`src/rtl/geom_pkg.sv`:
```
// Shared types and constants for the midpoint-to-vertex recovery block.
package geom_pkg;

  localparam int COORD_W_DEFAULT = 8;
  localparam int NUM_COORDS      = 6;
  localparam int IDX_W           = 3;

  typedef logic signed [COORD_W_DEFAULT-1:0] coord_t;
  typedef logic signed [COORD_W_DEFAULT+1:0] wide_t;

  typedef enum logic [1:0] {LOAD, COMPUTE, SEND} state_e;

  // Input frame order: midpoints D, E, F as x/y pairs.
  localparam logic [IDX_W-1:0] IDX_DX = 3'd0;
  localparam logic [IDX_W-1:0] IDX_DY = 3'd1;
  localparam logic [IDX_W-1:0] IDX_EX = 3'd2;
  localparam logic [IDX_W-1:0] IDX_EY = 3'd3;
  localparam logic [IDX_W-1:0] IDX_FX = 3'd4;
  localparam logic [IDX_W-1:0] IDX_FY = 3'd5;
  localparam logic [IDX_W-1:0] IDX_LAST = 3'(NUM_COORDS - 1);

endpackage

```
`src/rtl/vertex_from_midpoints.sv`:
```
// One-axis vertex recovery: p + q - r, with clamp or wrap on overflow.
module vertex_from_midpoints
  import geom_pkg::*;
#(
  parameter int W        = COORD_W_DEFAULT,
  parameter bit SATURATE = 1'b1
) (
  input  logic signed [W-1:0] p_i,
  input  logic signed [W-1:0] q_i,
  input  logic signed [W-1:0] r_i,
  output logic signed [W-1:0] res_o,
  output logic                oor_o
);

  // Two guard bits cover the worst case |p|+|q|+|r| of three W-bit values.
  localparam logic signed [W+1:0] MAXV = $signed({3'b000, {(W-1){1'b1}}});
  localparam logic signed [W+1:0] MINV = $signed({3'b111, {(W-1){1'b0}}});

  logic signed [W+1:0] p_w, q_w, r_w, sum_w;

  assign p_w   = {{2{p_i[W-1]}}, p_i};
  assign q_w   = {{2{q_i[W-1]}}, q_i};
  assign r_w   = {{2{r_i[W-1]}}, r_i};
  assign sum_w = p_w + q_w - r_w;

  // Range check, then clamp to the nearest bound or keep the low bits.
  always_comb begin
    oor_o = (sum_w > MAXV) || (sum_w < MINV);
    res_o = sum_w[W-1:0];
    if (oor_o && SATURATE) begin
      res_o = (sum_w > MAXV) ? MAXV[W-1:0] : MINV[W-1:0];
    end
  end

endmodule

```
`src/rtl/median_vertex_recover.sv`:
```
// Recovers triangle vertices A, B, C from side midpoints D, E, F over a
// byte stream: load six coordinates, compute one vertex per cycle, send six.
module median_vertex_recover
  import geom_pkg::*;
#(
  parameter int COORD_W  = COORD_W_DEFAULT,
  parameter bit SATURATE = 1'b1
) (
  input  logic                      clk,
  input  logic                      rst,
  input  logic signed [COORD_W-1:0] in_data,
  input  logic                      in_valid,
  output logic                      in_ready,
  output logic signed [COORD_W-1:0] out_data,
  output logic                      out_valid,
  input  logic                      out_ready,
  output logic                      out_last,
  output logic                      ovf,
  output logic                      busy
);

  state_e                    state_q;
  logic [IDX_W-1:0]          idx_q, idx_d;
  logic [1:0]                vcnt_q;
  logic                      in_ready_q, out_valid_q, out_last_q, ovf_q;
  logic signed [COORD_W-1:0] out_data_q;
  logic signed [COORD_W-1:0] in_q  [NUM_COORDS];
  logic signed [COORD_W-1:0] res_q [NUM_COORDS];

  logic signed [COORD_W-1:0] px, qx, rx, py, qy, ry;
  logic signed [COORD_W-1:0] vx_d, vy_d;
  logic                      oorx, oory;
  logic [IDX_W-1:0]          ridx_x, ridx_y;
  logic                      accept, out_fire;

  assign accept   = in_valid && in_ready_q;
  assign out_fire = out_valid_q && out_ready;
  assign idx_d    = idx_q + 3'd1;
  assign ridx_x   = {vcnt_q, 1'b0};
  assign ridx_y   = {vcnt_q, 1'b1};

  // Operand routing per compute step: A = D+F-E, B = D+E-F, C = E+F-D.
  always_comb begin
    px = in_q[IDX_EX]; qx = in_q[IDX_FX]; rx = in_q[IDX_DX];
    py = in_q[IDX_EY]; qy = in_q[IDX_FY]; ry = in_q[IDX_DY];
    case (vcnt_q)
      2'd0: begin
        px = in_q[IDX_DX]; qx = in_q[IDX_FX]; rx = in_q[IDX_EX];
        py = in_q[IDX_DY]; qy = in_q[IDX_FY]; ry = in_q[IDX_EY];
      end
      2'd1: begin
        px = in_q[IDX_DX]; qx = in_q[IDX_EX]; rx = in_q[IDX_FX];
        py = in_q[IDX_DY]; qy = in_q[IDX_EY]; ry = in_q[IDX_FY];
      end
      default: ;
    endcase
  end

  vertex_from_midpoints #(.W(COORD_W), .SATURATE(SATURATE)) u_vx (
    .p_i(px), .q_i(qx), .r_i(rx), .res_o(vx_d), .oor_o(oorx)
  );

  vertex_from_midpoints #(.W(COORD_W), .SATURATE(SATURATE)) u_vy (
    .p_i(py), .q_i(qy), .r_i(ry), .res_o(vy_d), .oor_o(oory)
  );

  // Frame FSM: LOAD six bytes, COMPUTE three vertices, SEND six bytes.
  always_ff @(posedge clk) begin
    if (rst) begin
      state_q     <= LOAD;
      idx_q       <= '0;
      vcnt_q      <= '0;
      in_ready_q  <= 1'b1;
      out_valid_q <= 1'b0;
      out_last_q  <= 1'b0;
      out_data_q  <= '0;
      ovf_q       <= 1'b0;
      for (int i = 0; i < NUM_COORDS; i++) begin
        in_q[i]  <= '0;
        res_q[i] <= '0;
      end
    end else begin
      case (state_q)
        LOAD: begin
          if (accept) begin
            in_q[idx_q] <= in_data;
            if (idx_q == '0) ovf_q <= 1'b0;
            if (idx_q == IDX_LAST) begin
              idx_q      <= '0;
              vcnt_q     <= '0;
              in_ready_q <= 1'b0;
              state_q    <= COMPUTE;
            end else begin
              idx_q <= idx_d;
            end
          end
        end
        COMPUTE: begin
          res_q[ridx_x] <= vx_d;
          res_q[ridx_y] <= vy_d;
          if (oorx || oory) ovf_q <= 1'b1;
          if (vcnt_q == 2'd2) begin
            // Ax was written two cycles ago, so it is ready to present.
            state_q     <= SEND;
            out_valid_q <= 1'b1;
            out_data_q  <= res_q[0];
            out_last_q  <= 1'b0;
          end else begin
            vcnt_q <= vcnt_q + 2'd1;
          end
        end
        SEND: begin
          if (out_fire) begin
            if (idx_q == IDX_LAST) begin
              idx_q       <= '0;
              out_valid_q <= 1'b0;
              out_last_q  <= 1'b0;
              out_data_q  <= '0;
              in_ready_q  <= 1'b1;
              state_q     <= LOAD;
            end else begin
              idx_q      <= idx_d;
              out_data_q <= res_q[idx_d];
              out_last_q <= (idx_d == IDX_LAST);
            end
          end
        end
        default: state_q <= LOAD;
      endcase
    end
  end

  assign in_ready  = in_ready_q;
  assign out_valid = out_valid_q;
  assign out_data  = out_data_q;
  assign out_last  = out_last_q;
  assign ovf       = ovf_q;
  assign busy      = (state_q != LOAD) || (idx_q != '0);

endmodule

```
`config.mk`:
```
export PLATFORM = sky130hd
export DESIGN_NAME = median_vertex_recover
export DESIGN_NICKNAME = d
export VERILOG_FILES = /design/src/rtl/geom_pkg.sv /design/src/rtl/vertex_from_midpoints.sv /design/src/rtl/median_vertex_recover.sv
export SDC_FILE = /design/constraint.sdc
export NUM_CORES = 1
export LEC_CHECK = 0
export ABC_AREA = 1
export BUFFER_PORTS_ARGS = -buffer_cell sky130_fd_sc_hd__buf_2
export CAP_MARGIN = 20
export CORE_MARGIN = 3
export CORE_UTILIZATION = 30
export DETAILED_ROUTE_END_ITERATION = 16
export PLACE_DENSITY_LB_ADDON = 0.2
export SLEW_MARGIN = 0
export SYNTH_ARGS = -nofsm -noshare
export SYNTH_HDL_FRONTEND = slang
export SYNTH_SLANG_ARGS = --single-unit
```
`constraint.sdc`:
```
create_clock -name clk -period 11.6 [get_ports clk]
set_input_delay 0 -clock clk [delete_from_list [all_inputs] [get_ports clk]]
set_output_delay 0 -clock clk [all_outputs]
set_load 0.05 [all_outputs]
```
==> results_dict.tcl, run 1 <==
set metrics [dict create \
    status "finished clean" \
    grt_pass1_vias 5681 \
    pwr_density_cell_mw_per_mm2 169 \
    postCtsSetupBuffers 0 \
    netlist.area_leader.share_pct 44.2 \
    antennaDiodeCount 0 \
    numCtsBuffers 17 \
    synth_xor_area_share_pct 1.26 \
    fin_skew_ns 0.00834 \
    finalHoldViolCount 0 \
    rsz0062_at_grt "no" \
    path_buf_inv 4 \
    crit_slowest_cell "fa_1" \
    synth_edf_count 112 \
    die_y_microns 165 \
    cts.repair.resized 0 \
    clock_latency_ns 0.43 \
    die_x_microns 165 \
    synth.distinct_cells 41 \
    timing.setup.tns_ns 0 \
    postCtsHoldBufs 8 \
    synth-simple-area-share_pct 20.0 \
    grt_usage_pct 15.2 \
    hold-worst-slack_ns 0.0350 \
    fin_crit_ns 4.41 \
    num_io_pins 25 \
    crit_chain "inv_1, ha_1, buf_4, nor2_2, buf_8, o21ai_0, fa_1, inv_1, ha_1, nand3_1, nand2_1, nand2_1, nand2_1, nand2_2, a21boi_2, nand2_2, nand2_2, nor2_1, nor2_2, nor2_1" \
    wirelength_mm 19.8 \
    cts_sinks 131 \
    post_drt_via_cell_ratio 4.63 \
    worstSetupPathType "reg2reg" \
    cp.required_ns 11.76 \
    postRouteAntennaNets 0 \
    synthCells 881 \
    ys_ff_latch 131 \
    synth.avg_cell_area_sq_um 8.65 \
    antenna_found_initial 0 \
    synth_top_family_by_area "simple AND/OR/NAND/NOR gates" \
    via_count 5782 \
    synth_compound_area_share_pct 12.4 \
    synth_mux_area_share_pct 0 \
    worstPathMaxFanout 50 \
    finalNetCount 967 \
    finalSetupViolations 0 \
    critPathArrivalTime_ns 4.57 \
    initial_core_util_pct 31.0 \
    yosys-top-cells-count "161 x nor2_1, 159 x nand2_1, 130 x inv_1, 112 x edfxtp_1, 81 x o21ai_0" \
    coreArea_sq_mm 0.0246 \
    hold_class "in2reg" \
    wl_per_cell_microns 15.8 \
    crit_family "simple AND/OR/NAND/NOR gates" \
    synth_fa_ha_area_share_pct 8.64 \
    cts_root_buf "clkbuf_16" \
    tightest_slew_ns 0.857 \
    drt_iter0_markers 445 \
    fp-row-count 57 \
    drcViolationCount 0 \
    port_buffers 24 \
    start_kind "register" \
    dp_hpwl_mm 13.9 \
    synth.cell_area_sq_mm 0.00762 \
    drt_first_pass_iters 5 \
    endpoint_kind "register" \
    yosysMostFrequentCell "nor2_1" \
    cts.path.max_buffers 2 \
    vdd_drop_max_v 0.0000694 \
    dieArea_sq_mm 0.0273 \
    gr-total-overflow 0 \
    yosys_warnings 0 \
    p_leak_uw 0.00366 \
    grt_max_degree 51 \
    period_share_pct 38.0 \
    fill_cells 2546 \
    gp_congestion 0.811 \
    maxCapViolations 0 \
    drive_above_1_share_pct 10.8 \
    synth_ff_type "edfxtp_1" \
    cpPeakStageDelay_ns 0.60 \
    grt_first_pass_wirelength_mm 31.5 \
    cts_tree "built" \
    syn_nets 936 \
    fmax_ghz 0.227 \
    clk_pin_slew_worst_paths_ns 0.07 \
    final-max-slew-violation-count 0 \
    ys_seq_area_share_pct 49.1 \
    r2r_slack_ns 7.19 \
    synth-async-reset-ratio_pct 0 \
    synth_top_cell_by_area "edfxtp_1" \
    htreeDepth 4 \
    maxSlewHeadroom_pct 42.8 \
    synth_area_leaders "edfxtp_1 44%, nor2_1 7.9%, nand2_1 7.8%" \
    syn2layout_area_growth_pct 16.4 \
]
[state kept, by name, indices dropped and copies added, names as in the netlist]
| register | count |
|---|---|
| idx_q | 3 |
| in_ready | 1 |
| out_last | 1 |
| out_valid | 1 |
| in_q | 48 |
| out_data | 8 |
| state_q | 2 |
| res_q | 64 |
| vcnt_q | 2 |
| ovf | 1 |
[logic make-up after synthesis]
| kind of cell | Yosys count |
|---|---|
| simple gates | 372 |
| compound gates | 157 |
| xor+xnor | 11 |
| fa+ha+maj | 43 |
| buf+inv | 167 |
| flops | 131 |
[per-stage QoR]
step / std cells / worst slack [ns] / instance area [sq um] / utilization (%) / power, uW
3_5_place_dp: 1209 / 7.19 / 8110 / 33.0 / 910
2_1_floorplan: 881 / 7.66 / 7620 / - / 817
5_1_grt: 1249 / 6.75 / 8860 / 36.0 / 1570
3_3_place_gp: 1208 / 6.70 / 8100 / 32.9 / 909
4_1_cts: 1249 / 7.19 / 8860 / 36.0 / 1510
6_report: 1249 / 7.19 / 8860 / 36.0 / 1500
[per-layer routing]
metal  global-route usage [%]  part of all wire, %
met1                     20.5                   49
met2                     24.6                   47
met3                     3.17                  3.2
met4                     4.91                  1.8
met5                        0                    0
[power by group]
part	switching, uW	internal, uW	total [uW]
combinational	243	112	355
clock	224	376	600
sequential	7.19	536	543
total	474	1020	1500
[worst register-to-register path: stages, from the launching register on]
cell	delay (ns)
dfxtp_1	0.51
inv_1	0.13
ha_1	0.19
buf_4	0.26
nor2_2	0.40
buf_8	0.24
o21ai_0	0.13
fa_1	0.60
inv_1	0.06
ha_1	0.27
nand3_1	0.06
nand2_1	0.16
nand2_1	0.09
nand2_1	0.08
nand2_2	0.08
a21boi_2	0.27
nand2_2	0.10
nand2_2	0.14
nor2_1	0.07
nor2_2	0.21
nor2_1	0.07
[final timing paths]
kind,end,startpoint,cells after the start
setup reg to reg,res_q[2][6],vcnt_q[1],20
setup / recovery,res_q[2][6],vcnt_q[1],20
hold / removal,in_q[5][5],in_data[5],3
hold reg to reg,ovf,ovf,2
[cells in the final DEF (no fill, tap or decap), drive strengths merged]
cell type,netlist,layout
ha,27,27
edfxtp,112,112
fa,16,16
a31oi,2,2
dfxtp,19,19
a211oi,2,2
inv,135,139
nor2,172,172
or2,1,1
nand2,167,167
o22ai,13,13
o41ai,1,1
xor2,3,3
clkbuf,21,24
a32o,1,1
nand3,24,24
o311ai,1,1
xnor2,8,8
dlygate4sd3,0,8
nor3,4,4
bufinv,0,1
nand4,1,1
a21oi,27,27
a22oi,1,1
clkinv,2,5
buf,9,34
o21ai,82,82
o221ai,2,2
a21boi,1,1
nand3b,3,3
o211ai,24,24
[cell type report]
| type | count | area [sq um] | area share, % |
|---|---|---|---|
| Clock buffer | 24 | 578 | 6.52 |
| Clock inverter | 8 | 93.8 | 1.06 |
| Inverter | 137 | 524 | 5.91 |
| Multi-Input combinational cell | 583 | 3240 | 36.5 |
| Sequential cell | 131 | 3740 | 42.2 |
| Tap cell | 324 | 405 | 4.57 |
| Timing Repair Buffer | 42 | 283 | 3.19 |
(Power assumes the default switching activity.)
==> run 2: changes to the inputs <==
--- a/config.mk
+++ b/config.mk
@@ -5,7 +5,7 @@
 export SDC_FILE = /design/constraint.sdc
 export NUM_CORES = 1
 export LEC_CHECK = 0
-export ABC_AREA = 1
+export ABC_AREA = 0
 export BUFFER_PORTS_ARGS = -buffer_cell sky130_fd_sc_hd__buf_2
 export CAP_MARGIN = 20
 export CORE_MARGIN = 3
==> constraint.sdc (replaced) <==
create_clock -name clk -period 4.4 [get_ports clk]
set_input_delay 0 -clock clk [delete_from_list [all_inputs] [get_ports clk]]
set_output_delay 0 -clock clk [all_outputs]
set_load 0.05 [all_outputs]
==> run 2 against run 1 <==
Combinational power grew 120%. Power up 140%. Synthesized area decreased by 0.26%. Maximum frequency grew 6.9%. Sequential power grew to 2.6 times the previous value. Clock power grew 130%. Via count down 9.3%.
==> results_dict.tcl, run 2 <==
set metrics [dict create \
    final-max-slew-violation-count 0 \
    maxSlewHeadroom_pct 38.0 \
    fin_skew_ns 0.0107 \
    worstSetupPathType "reg2reg" \
    syn_nets 747 \
    fmax_ghz 0.242 \
    yosys_warnings 0 \
    crit_family "compound AO/OA/AOI/OAI gates" \
    synth.cell_area_sq_mm 0.00760 \
    synth_edf_count 112 \
    p_leak_uw 0.00341 \
    vdd_drop_max_v 0.000229 \
    wirelength_mm 18.5 \
    endpoint_kind "register" \
    antennaDiodeCount 0 \
    cts.path.max_buffers 2 \
    netlist.area_leader.share_pct 44.3 \
    dieArea_sq_mm 0.0273 \
    synth_area_leaders "edfxtp_1 44%, mux2i_1 5.4%, dfxtp_1 5.0%" \
    hold_class "in2reg" \
    cpPeakStageDelay_ns 0.54 \
    grt_max_degree 33 \
    ys_ff_latch 131 \
    finalSetupViolations 0 \
    syn2layout_area_growth_pct 15.4 \
    cp.required_ns 4.68 \
    ys_seq_area_share_pct 49.3 \
    path_buf_inv 4 \
    synth_top_cell_by_area "edfxtp_1" \
    synth_ff_type "edfxtp_1" \
    start_kind "register" \
    crit_slowest_cell "fa_1" \
    period_share_pct 93.8 \
    tightest_slew_ns 0.930 \
    finalNetCount 780 \
    synthCells 692 \
    postRouteAntennaNets 0 \
    port_buffers 24 \
    cts_sinks 131 \
    rsz0062_at_grt "no" \
    grt_usage_pct 14.2 \
    gp_congestion 0.806 \
    synth.distinct_cells 57 \
    clk_pin_slew_worst_paths_ns 0.07 \
    maxCapViolations 0 \
    layout_commonest_cell "edfxtp_1" \
    synth-async-reset-ratio_pct 0 \
    layout_setup_ws_ns 0.271 \
    grt_first_pass_wirelength_mm 29.6 \
    coreArea_sq_mm 0.0246 \
    via_count 5243 \
    drt_iter0_markers 242 \
    die_x_microns 165 \
    timing.setup.tns_ns 0 \
    largest_register "res_q" \
    synth.avg_cell_area_sq_um 11.0 \
    numCtsBuffers 17 \
    yosysMostFrequentCell "edfxtp_1" \
    yosys-top-cells-count "112 x edfxtp_1, 78 x nor2_1, 74 x nand2_1, 59 x inv_1, 46 x a21oi_1" \
    wl_per_cell_microns 17.4 \
    worstPathMaxFanout 16 \
    critPathArrivalTime_ns 4.40 \
    finalHoldViolCount 0 \
    drive_above_1_share_pct 14.4 \
    gr-total-overflow 0 \
    cts_root_buf "clkbuf_16" \
    initial_core_util_pct 30.9 \
    num_io_pins 25 \
    htreeDepth 4 \
    cts_tree "built" \
    drt_first_pass_iters 5 \
    post-place-ws_ns 0.140 \
    clock_latency_ns 0.42 \
    drcViolationCount 0 \
    grt_pass1_vias 5346 \
    largest_reg_flops 64 \
    layout_common_cells "112 x edfxtp_1, 77 x nor2_1, 74 x nand2_1, 59 x inv_1, 46 x a21oi_1" \
    fp-row-count 57 \
    status "finished clean" \
    fin_crit_ns 4.13 \
    post_drt_via_cell_ratio 4.94 \
    crit_chain "inv_1, ha_1, buf_4, a22oi_1, nand2_1, fa_1, inv_1, ha_1, a21o_1, and2_1, a2111o_1, and3_1, a211o_1, buf_4, o211ai_4, nor2b_1" \
    die_y_microns 165 \
    pwr_density_cell_mw_per_mm2 408 \
    dp_hpwl_mm 13.2 \
    antenna_found_initial 0 \
]
[run 2: cell types whose count changed in the layout (fill, tap and decap cells not counted), moves of 16 or more]
cell / before / now
inv_1: 130 / 59
a21oi_1: 21 / 46
o21ai_0: 81 / 19
nor2_1: 160 / 77
mux2i_1: 0 / 40
mux4_2: 0 / 16
nand2_1: 159 / 74
[run 2: metal layers]
metal  wire [microns]  track usage (%)
met2             9070             24.2
met1             8640             19.0
met4              200             3.16
met5                0                0
met3              596             2.42
[run 2: timing repair]
action | 4_1_cts | 5_1_grt
setup endpoints to repair | 0 | 49
endpoints found under the hold margin | 4 | 0
gates resized for setup | 0 | 10
hold buffers | 4 | 0
buffers inserted | 0 | 0
[run 2: path summary, 6_finish.rpt]
path               from          end  slack [ns]  cells past startpoint
max           vcnt_q[0]  res_q[3][6]        0.27                     16
min          in_data[3]   in_q[5][3]       0.007                      3
max reg2reg   vcnt_q[0]  res_q[3][6]        0.27                     16
min reg2reg    out_last     out_last        0.45                      2
[run 2: cell families after synthesis]
logic type               share of synthesized area [%]
multiplexers                                      10.6
flip-flops                                        49.3
AO/OA/AOI/OAI                                     11.8
XOR/XNOR                                          1.37
AND/OR/NAND/NOR                                   13.5
adder cells (fa/ha/maj)                           8.66
buffers and inverters                             4.78
[run 2: where the power goes]
part           internal, uW  switching (uW)  leakage, uW
logic                   290             488      0.00184
registers              1410            20.5      0.00129
clock network           748             626     0.000272
total                  2440            1130      0.00341
[run 2: worst reg2reg max path, stage by stage, from the launching register on]
cell and delay [ns]:
dfxtp_2 0.36, inv_1 0.06, ha_1 0.26, buf_4 0.23, a22oi_1 0.17, nand2_1 0.11
fa_1 0.54, inv_1 0.04, ha_1 0.35, a21o_1 0.20, and2_1 0.17, a2111o_1 0.41
and3_1 0.18, a211o_1 0.25, buf_4 0.20, o211ai_4 0.27, nor2b_1 0.17
[run 2: area by class of cell]
| class | count | area [sq um] |
|---|---|---|
| clock buffers | 17 | 425 |
| repair buffers | 43 | 293 |
| well taps | 324 | 405 |
| inverters | 60 | 225 |
| clock inverters | 15 | 146 |
| multi-input cells | 472 | 3520 |
| fillers | 2438 | 15800 |
| flip-flops and latches | 131 | 3740 |
[run 2: stage by stage]
stage	utilization [%]	instances	cell area [sq um]	hold slack (ns)	power (uW)
CTS	35.5	1062	8730	0.00285	3590
global route	35.6	1062	8760	0.0577	3740
global placement	33.0	1026	8120	0.341	2200
floorplan	-	692	7610	0.203	2010
finish	35.6	1062	8760	0.00676	3580
detailed placement	33.0	1026	8120	0.354	2220
==> run 3: changes to the inputs <==
--- a/config.mk
+++ b/config.mk
@@ -11,6 +11,7 @@
 export CORE_MARGIN = 3
 export CORE_UTILIZATION = 30
 export DETAILED_ROUTE_END_ITERATION = 16
+export HOLD_SLACK_MARGIN = 0.12
 export PLACE_DENSITY_LB_ADDON = 0.2
 export SLEW_MARGIN = 0
 export SYNTH_ARGS = -nofsm -noshare
==> run 3 against run 2 <==
Final area up 0.80%. Register-to-register slack is essentially flat. Power about the same. Sequential share of layout area decreased by 0.34 points. Clock skew hardly changed. Hold slack improved by 0.11 ns. Utilization increased by 0.28 points. Combinational power increased by 0.8%. Critical path depth unchanged. First-iteration DRC count grew 7.4%. Critical endpoint unchanged.
==> results_dict.tcl, run 3 (same netlist as run 2, synthesis figures left out) <==
set metrics [dict create \
    drt_first_pass_iters 4 \
    cts_sinks 131 \
    critPathArrivalTime_ns 4.40 \
    worstHoldPathCells 3 \
    clock_latency_ns 0.42 \
    drt_iter0_markers 260 \
    endpoint_kind "register" \
    layout_common_cells "112 x edfxtp_1, 77 x nor2_1, 74 x nand2_1, 59 x inv_1, 46 x a21oi_1" \
    min_from "in_data[7]" \
    finalHoldViolCount 0 \
    fp-row-count 57 \
    syn2layout_area_growth_pct 16.3 \
    finalNetCount 787 \
    r2r-end "res_q[3][6]" \
    largest_reg_flops 64 \
    cts_root_buf "clkbuf_16" \
    dp.cells 1026 \
    fin_util_pct 35.9 \
    status "finished clean" \
    dp_hpwl_mm 13.2 \
    r2r_slack_ns 0.27 \
    worstSetupPathType "reg2reg" \
    period_share_pct 93.8 \
    p_sw_share_pct 31.7 \
    fin_crit_ns 4.13 \
    tightest_slew_ns 0.927 \
    dieArea_sq_mm 0.0273 \
    fill_cells 2431 \
    cts_tree "built" \
    post_drt_via_cell_ratio 4.98 \
    p_leak_uw 0.00343 \
    pwr-share-seq_pct 39.8 \
    power_switching_uw 1130 \
    maxCapViolations 0 \
    fin_cells 1069 \
    gr-total-overflow 0 \
    via_count 5321 \
    antenna_found_initial 0 \
    worstPathMaxFanout 16 \
    layout_commonest_cell "edfxtp_1" \
    drive_above_1_share_pct 14.2 \
    antennaDiodeCount 0 \
    timing.setup.tns_ns 0 \
    combPwrFrac_pct 21.9 \
    maxSlewHeadroom_pct 38.2 \
    internal_power_uw 2450 \
    gp_congestion 0.806 \
    numCtsBuffers 17 \
    reg2reg_from "vcnt_q[0]" \
    holdPathEnd "in_q[5][7]" \
    start_kind "register" \
    die_x_microns 165 \
    postRouteAntennaNets 0 \
    crit_chain "inv_1, ha_1, buf_4, a22oi_1, nand2_1, fa_1, inv_1, ha_1, a21o_1, and2_1, a2111o_1, and3_1, a211o_1, buf_4, o211ai_4, nor2b_1" \
    grt_pass1_vias 5378 \
    initial_core_util_pct 30.9 \
    drcViolationCount 0 \
    cts.path.max_buffers 2 \
    fin_skew_ns 0.0108 \
    num_io_pins 25 \
    coreArea_sq_mm 0.0246 \
    crit_slowest_cell "fa_1" \
    reg2regPathDepth 16 \
    die_y_microns 165 \
    wl_per_cell_microns 17.4 \
    port_buffers 24 \
    postCtsSetupBuffers 0 \
    htreeDepth 4 \
    grt_usage_pct 14.3 \
    grt_max_degree 33 \
    grt_first_pass_wirelength_mm 29.7 \
    hold_class "in2reg" \
    largest_register "res_q" \
    finalSetupViolations 0 \
    wirelength_mm 18.6 \
    rsz0062_at_grt "no" \
    fmax_ghz 0.242 \
    cp.required_ns 4.67 \
    clk_pin_slew_worst_paths_ns 0.07 \
    vdd_drop_max_v 0.000228 \
    pwr_density_cell_mw_per_mm2 405 \
    final-max-slew-violation-count 0 \
    cpPeakStageDelay_ns 0.54 \
    pwr-share-clk_pct 38.3 \
]
[run 3: cell count changes in the layout (fill, tap and decap cells not counted), sizes merged]
cell         previous run  this run
dlygate4sd3             4        11
[run 3: how the worst max path moves through the flow]
stage | to | startpoint | slack, ns | cells after the start
after floorplan | ovf | vcnt_q[1] | 0.05 | 17
after global placement | res_q[3][6] | vcnt_q[0] | 0.24 | 15
after detailed placement | res_q[3][6] | vcnt_q[0] | 0.14 | 15
after CTS | res_q[3][6] | vcnt_q[0] | 0.11 | 15
after global routing | res_q[5][2] | vcnt_q[0] | 0.03 | 16
final | res_q[3][6] | vcnt_q[0] | 0.27 | 16
[run 3: cell type report]
type	count	area [sq um]	share of cell area [%]
tap	324	405	4.59
sequential	131	3740	42.4
inverter	60	225	2.55
multi-input combinational	472	3520	39.9
clock buffer	17	425	4.82
clock inverter	15	146	1.66
timing repair buffer	50	363	4.11
[run 3: layer usage]
layer | GRT usage (%) | part of all wire (%)
met4 | 3.16 | 0.97
met5 | 0 | 0
met2 | 24.3 | 49
met1 | 19.0 | 47
met3 | 2.42 | 3.1
[run 3: through the flow]
step	hold slack, ns	area [sq um]	worst slack, ns	total power (uW)
finish	0.118	8830	0.272	3580
global route	0.158	8830	0.0333	3750
CTS	0.129	8800	0.113	3600
floorplan	0.203	7610	0.0492	2010
detailed placement	0.354	8120	0.140	2220
global placement	0.341	8120	0.238	2200
[run 3: worst max-delay path: cells and delay by family (launching register included)]
family | cells | cell delay, ns
flops | 1 | 0.36
fa+ha+maj | 3 | 1.15
buf+inv | 4 | 0.53
simple gates | 4 | 0.62
compound gates | 5 | 1.30
[run 3: power by group through the flow]
stage / logic, uW / registers [uW] / clock network (uW)
2_1_floorplan: 564 / 1440 / 0
3_3_place_gp: 749 / 1450 / 0
3_5_place_dp: 763 / 1450 / 0
4_1_cts: 774 / 1430 / 1400
5_1_grt: 868 / 1430 / 1450
6_report: 784 / 1430 / 1370
[run 3: repair_timing]
item | CTS | global route
setup endpoints to repair | 0 | 49
gates resized for setup | 0 | 10
hold endpoints to repair | 50 | 0
hold buffers | 11 | 0
